<file path="src/rtl/fetch_inst_queue.sv">
// fetch_inst_queue: dual-issue in-order instruction queue between fetch ROM and decode
module fetch_inst_queue #(
  parameter int DEPTH = 8,
  parameter int WIDTH = 32,
  parameter bit DROP_ZERO = 1'b1
) (
  input  logic                         i_clk,
  input  logic                         i_rst,
  input  logic                         i_flush,
  input  logic [1:0]                   i_enq_valid,
  input  logic [1:0][WIDTH-1:0]        i_enq_insts,
  output logic                         o_enq_ready,
  output logic                         o_fetch_en,
  output logic [1:0][WIDTH-1:0]        o_deq_insts,
  output logic [1:0]                   o_deq_valid,
  input  logic [1:0]                   i_deq_take,
  output logic [$clog2(DEPTH):0]       o_count,
  output logic                         o_err
);
  localparam int AW = $clog2(DEPTH);
  localparam int CW = AW + 1;
  logic [WIDTH-1:0] mem [DEPTH];
  logic [AW-1:0] head, tail;
  logic [CW-1:0] count, n_enq, n_take;
  logic [1:0] ev, tk;
  logic enq_fire, take_bad;
  always_comb begin
    ev[0] = i_enq_valid[0] & ~(DROP_ZERO && i_enq_insts[0] == '0);
    ev[1] = i_enq_valid[1] & ~(DROP_ZERO && i_enq_insts[1] == '0);
    o_enq_ready = count <= CW'(DEPTH - 2);
    o_fetch_en = o_enq_ready;
    enq_fire = o_enq_ready & |ev;
    n_enq = enq_fire ? CW'(ev[0]) + CW'(ev[1]) : '0;
    o_deq_valid[0] = count >= CW'(1);
    o_deq_valid[1] = count >= CW'(2);
    take_bad = i_deq_take == 2'b10;
    tk = take_bad ? 2'b00 : i_deq_take & o_deq_valid;
    n_take = CW'(tk[0]) + CW'(tk[1]);
    o_deq_insts[0] = o_deq_valid[0] ? mem[head] : '0;
    o_deq_insts[1] = o_deq_valid[1] ? mem[head + AW'(1)] : '0;
    o_count = count;
  end
  // A lone slot-1 word lands at tail so the queue stays compacted
  always_ff @(posedge i_clk) begin
    if (!i_rst && !i_flush && enq_fire) begin
      if (ev[0]) mem[tail] <= i_enq_insts[0];
      if (ev[1]) mem[ev[0] ? tail + AW'(1) : tail] <= i_enq_insts[1];
    end
  end
  always_ff @(posedge i_clk) begin
    if (i_rst) begin
      head <= '0;
      tail <= '0;
      count <= '0;
      o_err <= 1'b0;
    end else begin
      if (take_bad) o_err <= 1'b1;
      if (i_flush) begin
        head <= '0;
        tail <= '0;
        count <= '0;
      end else begin
        head <= head + AW'(n_take);
        tail <= tail + AW'(n_enq);
        count <= count + n_enq - n_take;
      end
    end
  end
endmodule
</file>
<file path="config.mk">
export PLATFORM = sky130hd
export DESIGN_NAME = fetch_inst_queue
export DESIGN_NICKNAME = d
export VERILOG_FILES = /design/src/rtl/fetch_inst_queue.sv
export SDC_FILE = /design/constraint.sdc
export NUM_CORES = 1
export LEC_CHECK = 0
export CORE_MARGIN = 1
export CORE_UTILIZATION = 40
export DETAILED_ROUTE_END_ITERATION = 8
export PLACE_DENSITY = 0.59
export SYNTH_ARGS = -nofsm -noshare
export SYNTH_HDL_FRONTEND = slang
export SYNTH_SLANG_ARGS = --single-unit
</file>
<file path="constraint.sdc">
create_clock -name i_clk -period 10.32 [get_ports i_clk]
set_input_delay 1.032 -clock i_clk [delete_from_list [all_inputs] [get_ports i_clk]]
set_output_delay 1.032 -clock i_clk [all_outputs]
set_load 0.01 [all_outputs]
</file>
Word-level counts from Yosys, hierarchy flattened

Memories as Yosys holds them, arrays and structs flattened. A register that Yosys moved wholly into a read port is not among the register bits.
Cells that the tools add are included.

Memory bits (writable): 256
Memories kept: 1
Register bits after elaboration: 11

Memory list:

| name | words | width | read ports | clocked after memory_dff | write ports | RTL line | text |
|---|---|---|---|---|---|---|---|
| mem  | 8     | 32    | 2          | 1                        | 2           | 22       | `logic [WIDTH-1:0] mem [DEPTH];` |

Muxes and demuxes: 12
Bitwise logic cells: 6
Add/sub/neg operators: 8
Equal/unequal tests: 1
Reduce and logical (&&, ||, !) cells: 8
Order comparisons: 3

Operator list:

| cell                                                                   | count |
|---|---|
| 32-bit zero test                                                       | 2 |
| 32-bit 2-to-1 mux                                                      | 2 |
| 3-bit by 1-bit adder with 3-bit output (second input constant)         | 2 |
| 3-bit by 2-bit adder with 3-bit output                                 | 2 |
| 1-bit 2-to-1 mux                                                       | 6 |
| 3-bit 2-to-1 mux                                                       | 2 |
| 1-bit by 1-bit adder with 2-bit output                                 | 2 |
| 4-bit by 2-bit adder with 4-bit output                                 | 1 |
| 4-bit by 1-bit >= comparator with 1-bit output (second input constant) | 1 |
| 4-bit by 2-bit >= comparator with 1-bit output (second input constant) | 1 |
| 4-bit by 3-bit <= comparator with 1-bit output (second input constant) | 1 |
| 2-bit 2-to-1 mux                                                       | 2 |
| 2-bit OR reduction                                                     | 2 |
| 4-bit by 2-bit subtractor with 4-bit output                            | 1 |
| 1-bit AND                                                              | 3 |
| 2-bit AND                                                              | 1 |
| 2-bit equality test (second input constant)                            | 1 |
| 1-bit logical AND                                                      | 2 |
| 1-bit zero test                                                        | 2 |
| 1-bit NOT                                                              | 2 |

Longest topological paths before layout

Word-level depth: 8
Gate-level depth with buffers: 15

Worst setup path before layout

OpenSTA, ideal clock, no wires.

Path type: input to register
Start: input port i_enq_insts[29] (netlist bit)
End: memory mem[6][0] (enable)
Slack: 6343 ps
Buffers on the path: 1
Cell stages on the path: 7
Data required time: 9899 ps
Library setup time: 421 ps
Data arrival time: 3556 ps
Cells stage by stage: nor4_1 -> nand4_1 -> o21ai_1 -> buf_4 -> mux2i_1 -> a22oi_1 -> nor2_1

RTL lines:

| what        | RTL line | text |
|---|---|---|
| from (decl) | 11       | `input logic [1:0][WIDTH-1:0] i_enq_insts,` |
| to (decl)   | 22       |  |

==> run metrics <==
Top delay family on crit path simple AND/OR/NAND/NOR gates; die area 0.0413 sq mm; first-pass GRT wire length ~68000 um; Initial Util 0.407; status finished, final reports clean; vias per inst 5.91; GR Overflow Total 0; Multi-input gate area 0.00797 sq mm; static leakage around 0.0065 uW; max frequency 0.178 GHz; Synth area leaders edfxtp_1, mux4_2, mux2_2, mux2_4, mux2i_1; total setup buffers inserted after CTS 0; CTS tree yes; total global-route track usage 0.223; final wirelength ~46000 um; hold violation total from the final report 0; Core ar. between 0.03 and 0.04 sq mm; Die Y 203 um; post-synth top area cell edfxtp_1; async set-reset flop share out of synthesis 0; Util after Layout 0.482; Synth Area in Adders 0.0157; GP Congestion about 0.78; Synth Flop Type edfxtp_1; Setup TNS 0 ps; post-synth top area share 0.474; post-synthesis xor/xnor area fraction 0.00486; fin crit share 0.546; CTS buffer count 31; Worst-Skew Late Latency 570 ps; cell row count 73; worst path buffer plus inverter count 2; Synth Area per Inst roughly 16 sq um; max_slew headroom 0.320; Fillers 3481; VDD IR max ~0.13 mV; WS Path Type in2reg; RSZ-0062 raised after global routing no; Pre-antenna DRT Iters 5; met3 Use GR 0.0313; Detail Route Antenna Nets 0; syn_nets 1118; GRT Max-Usage Layer met2; clk sinks 267; initial DRC count 829; wire per inst 27.1 um; clk slew on worst S/H paths 60 ps; Ports between 100 and 150; startpoint types input pin; register area share after synthesis 0.488; Synth Area in Simple Gates 0.0469; root buf cell clkbuf_16; delay of the slowest critical-path stage 770 ps; main combinational cell family by area after synthesis multiplexers; clock period minus worst slack roughly 5600 ps; post-synthesis cell area 0.0162 sq mm; Final HPWL DP 28200 um; Worst path slowest cell nand3b_1; CP required 10620 ps; hold_buf cts 0; Synth-to-Final Area Change 18.5%; critical-path cell list clkdlybuf4s50_1 -> nor4_1 -> nand4_1 -> o21ai_1 -> ha_1 -> a211oi_2 -> nand2_1 -> nor2_1 -> nand3b_1 -> buf_4 -> mux2_2; Post-Synthesis Cells 1029; crit end category flop; vias in the first global route approximately 10000; met2 usage 0.379; Hold Crit Class reg2reg; initial antenna violation count 0; via count 10100; # diodes 0; post-synthesis sequential element count 267; final setup skew roughly 21 ps; worst path arrival time 5940 ps; clock buffer depth 3; Worst Tran Pin Value 1020 ps; Syn. warnings 0; Final Max Slew Viols 0; CP Max Fanout 20; largest net degree at the start of global routing 63; residual DRC count 0; Post-synth EDFFs 256; Post-CTS Resized 0; share of cells above drive strength 1 0.406; # port buffers 143; Cell variety after synth 38; max_cap viols 0; GR Util met1 0.301; register area around 0.0079 sq mm; Pwr Density around 190 mW/mm^2; mux contribution to synthesized area 0.399; die outline width 203 um; NumNets Final 1245; compound-cell area share of the yosys netlist 0.0179; H-tree Lvls 1; final setup fails 0
Yosys cell counts (11+ instances only):
master and number:
inv_1 18, nand2_1 69, buf_2 18, mux2_2 166
nor2_1 54, ha_1 14, dfxtp_1 11, mux2_4 90
mux4_2 128, nor4_1 16, buf_1 14, edfxtp_1 256
clkbuf_1 33, mux2i_1 36, a21oi_1 36
layout make-up:
cell class / instances / area share
multi-input combinational: 668 / 0.415
sequential: 267 / 0.412
timing repair buffer: 170 / 0.0851
clock buffer: 35 / 0.0412
tap: 525 / 0.0342
clock inverter: 20 / 0.00919
inverter: 18 / 0.00352
worst min-delay path: stages (launching register included):
cell	delay, ps
dfxtp_1	330
a21oi_1	40
nor2_1	70
power by group:
| part | switching [uW] | internal (uW) |
|---|---|---|
| registers | 29.7 | 1220 |
| logic | 657 | 661 |
| clock network | 449 | 620 |
cells in the final DEF (no fill, tap or decap), types with 2 or more instances in the layout:
cell type          n
ha_1              13
clkbuf_1           4
mux2_2           166
or3_2              3
clkinv_1           7
clkbuf_16         31
mux2i_1           36
nor2b_1            3
buf_4             27
xor2_1             2
and3_1             2
nor2_4             8
a32oi_1            2
mux2_4            90
dfxtp_1            8
nand4_1            4
clkdlybuf4s50_1  143
a22oi_1            6
nor3_1             3
clkinv_2           8
and2_1             7
bufinv_16          3
xnor2_1            5
nor2_1            46
o21ai_1            2
nand2_1           69
a21oi_1           36
dfxtp_4            2
fa_1               4
nand3b_1           3
edfxtp_1         256
o21ai_0            2
nor4_1            16
mux4_2           128
and2_2             2
inv_1             18
metal layers:
metal | vias up | routed length, um
li1 | 4382 | -
met5 | - | 0
met2 | 340 | 22700
met3 | 75 | 2560
met4 | 0 | 1040
met1 | 5261 | 19800
sequential cells by signal, indices dropped and copies added (netlist names):
signal and cells:
mem 256, o_count 4, head 3, tail 3
o_err 1
worst paths after layout:
kind                                        endpoint  cells after the start  slack, ps                   from
worst min register to register    o_err$_SDFFE_PP0N_                      2        470     o_err$_SDFFE_PP0N_
worst max register to register  mem[5][15]$_DFFE_PP_                      9       6160  o_count[3]$_SDFF_PP0_
worst max-delay path             mem[4][6]$_DFFE_PP_                     11       4690        i_enq_insts[51]
worst min-delay path              o_err$_SDFFE_PP0N_                      2        470     o_err$_SDFFE_PP0N_
cells by family (layout without fill, tap and decap cells):
| family | Yosys count | count (layout) |
|---|---|---|
| xor+xnor | 9 | 9 |
| buf+inv | 94 | 243 |
| compound gates | 51 | 51 |
| fa+ha+maj | 18 | 18 |
| flops | 267 | 267 |
| mux | 420 | 420 |
| simple gates | 170 | 170 |
through the flow:
stage | instances | instance area, sq um | power (uW) | hold WS (ps) | setup WS, ps
finish | 1703 | 19200 | 3630 | 474 | 4690
global route | 1703 | 19200 | 3780 | 500 | 4450
CTS | 1703 | 19200 | 3670 | 478 | 4730
detailed placement | 1648 | 18200 | 2600 | 462 | 4160
global placement | 1648 | 18200 | 2590 | 448 | 4290
floorplan | 1029 | 16200 | 1990 | 502 | 6340
Power figures use the tool's default switching activity.
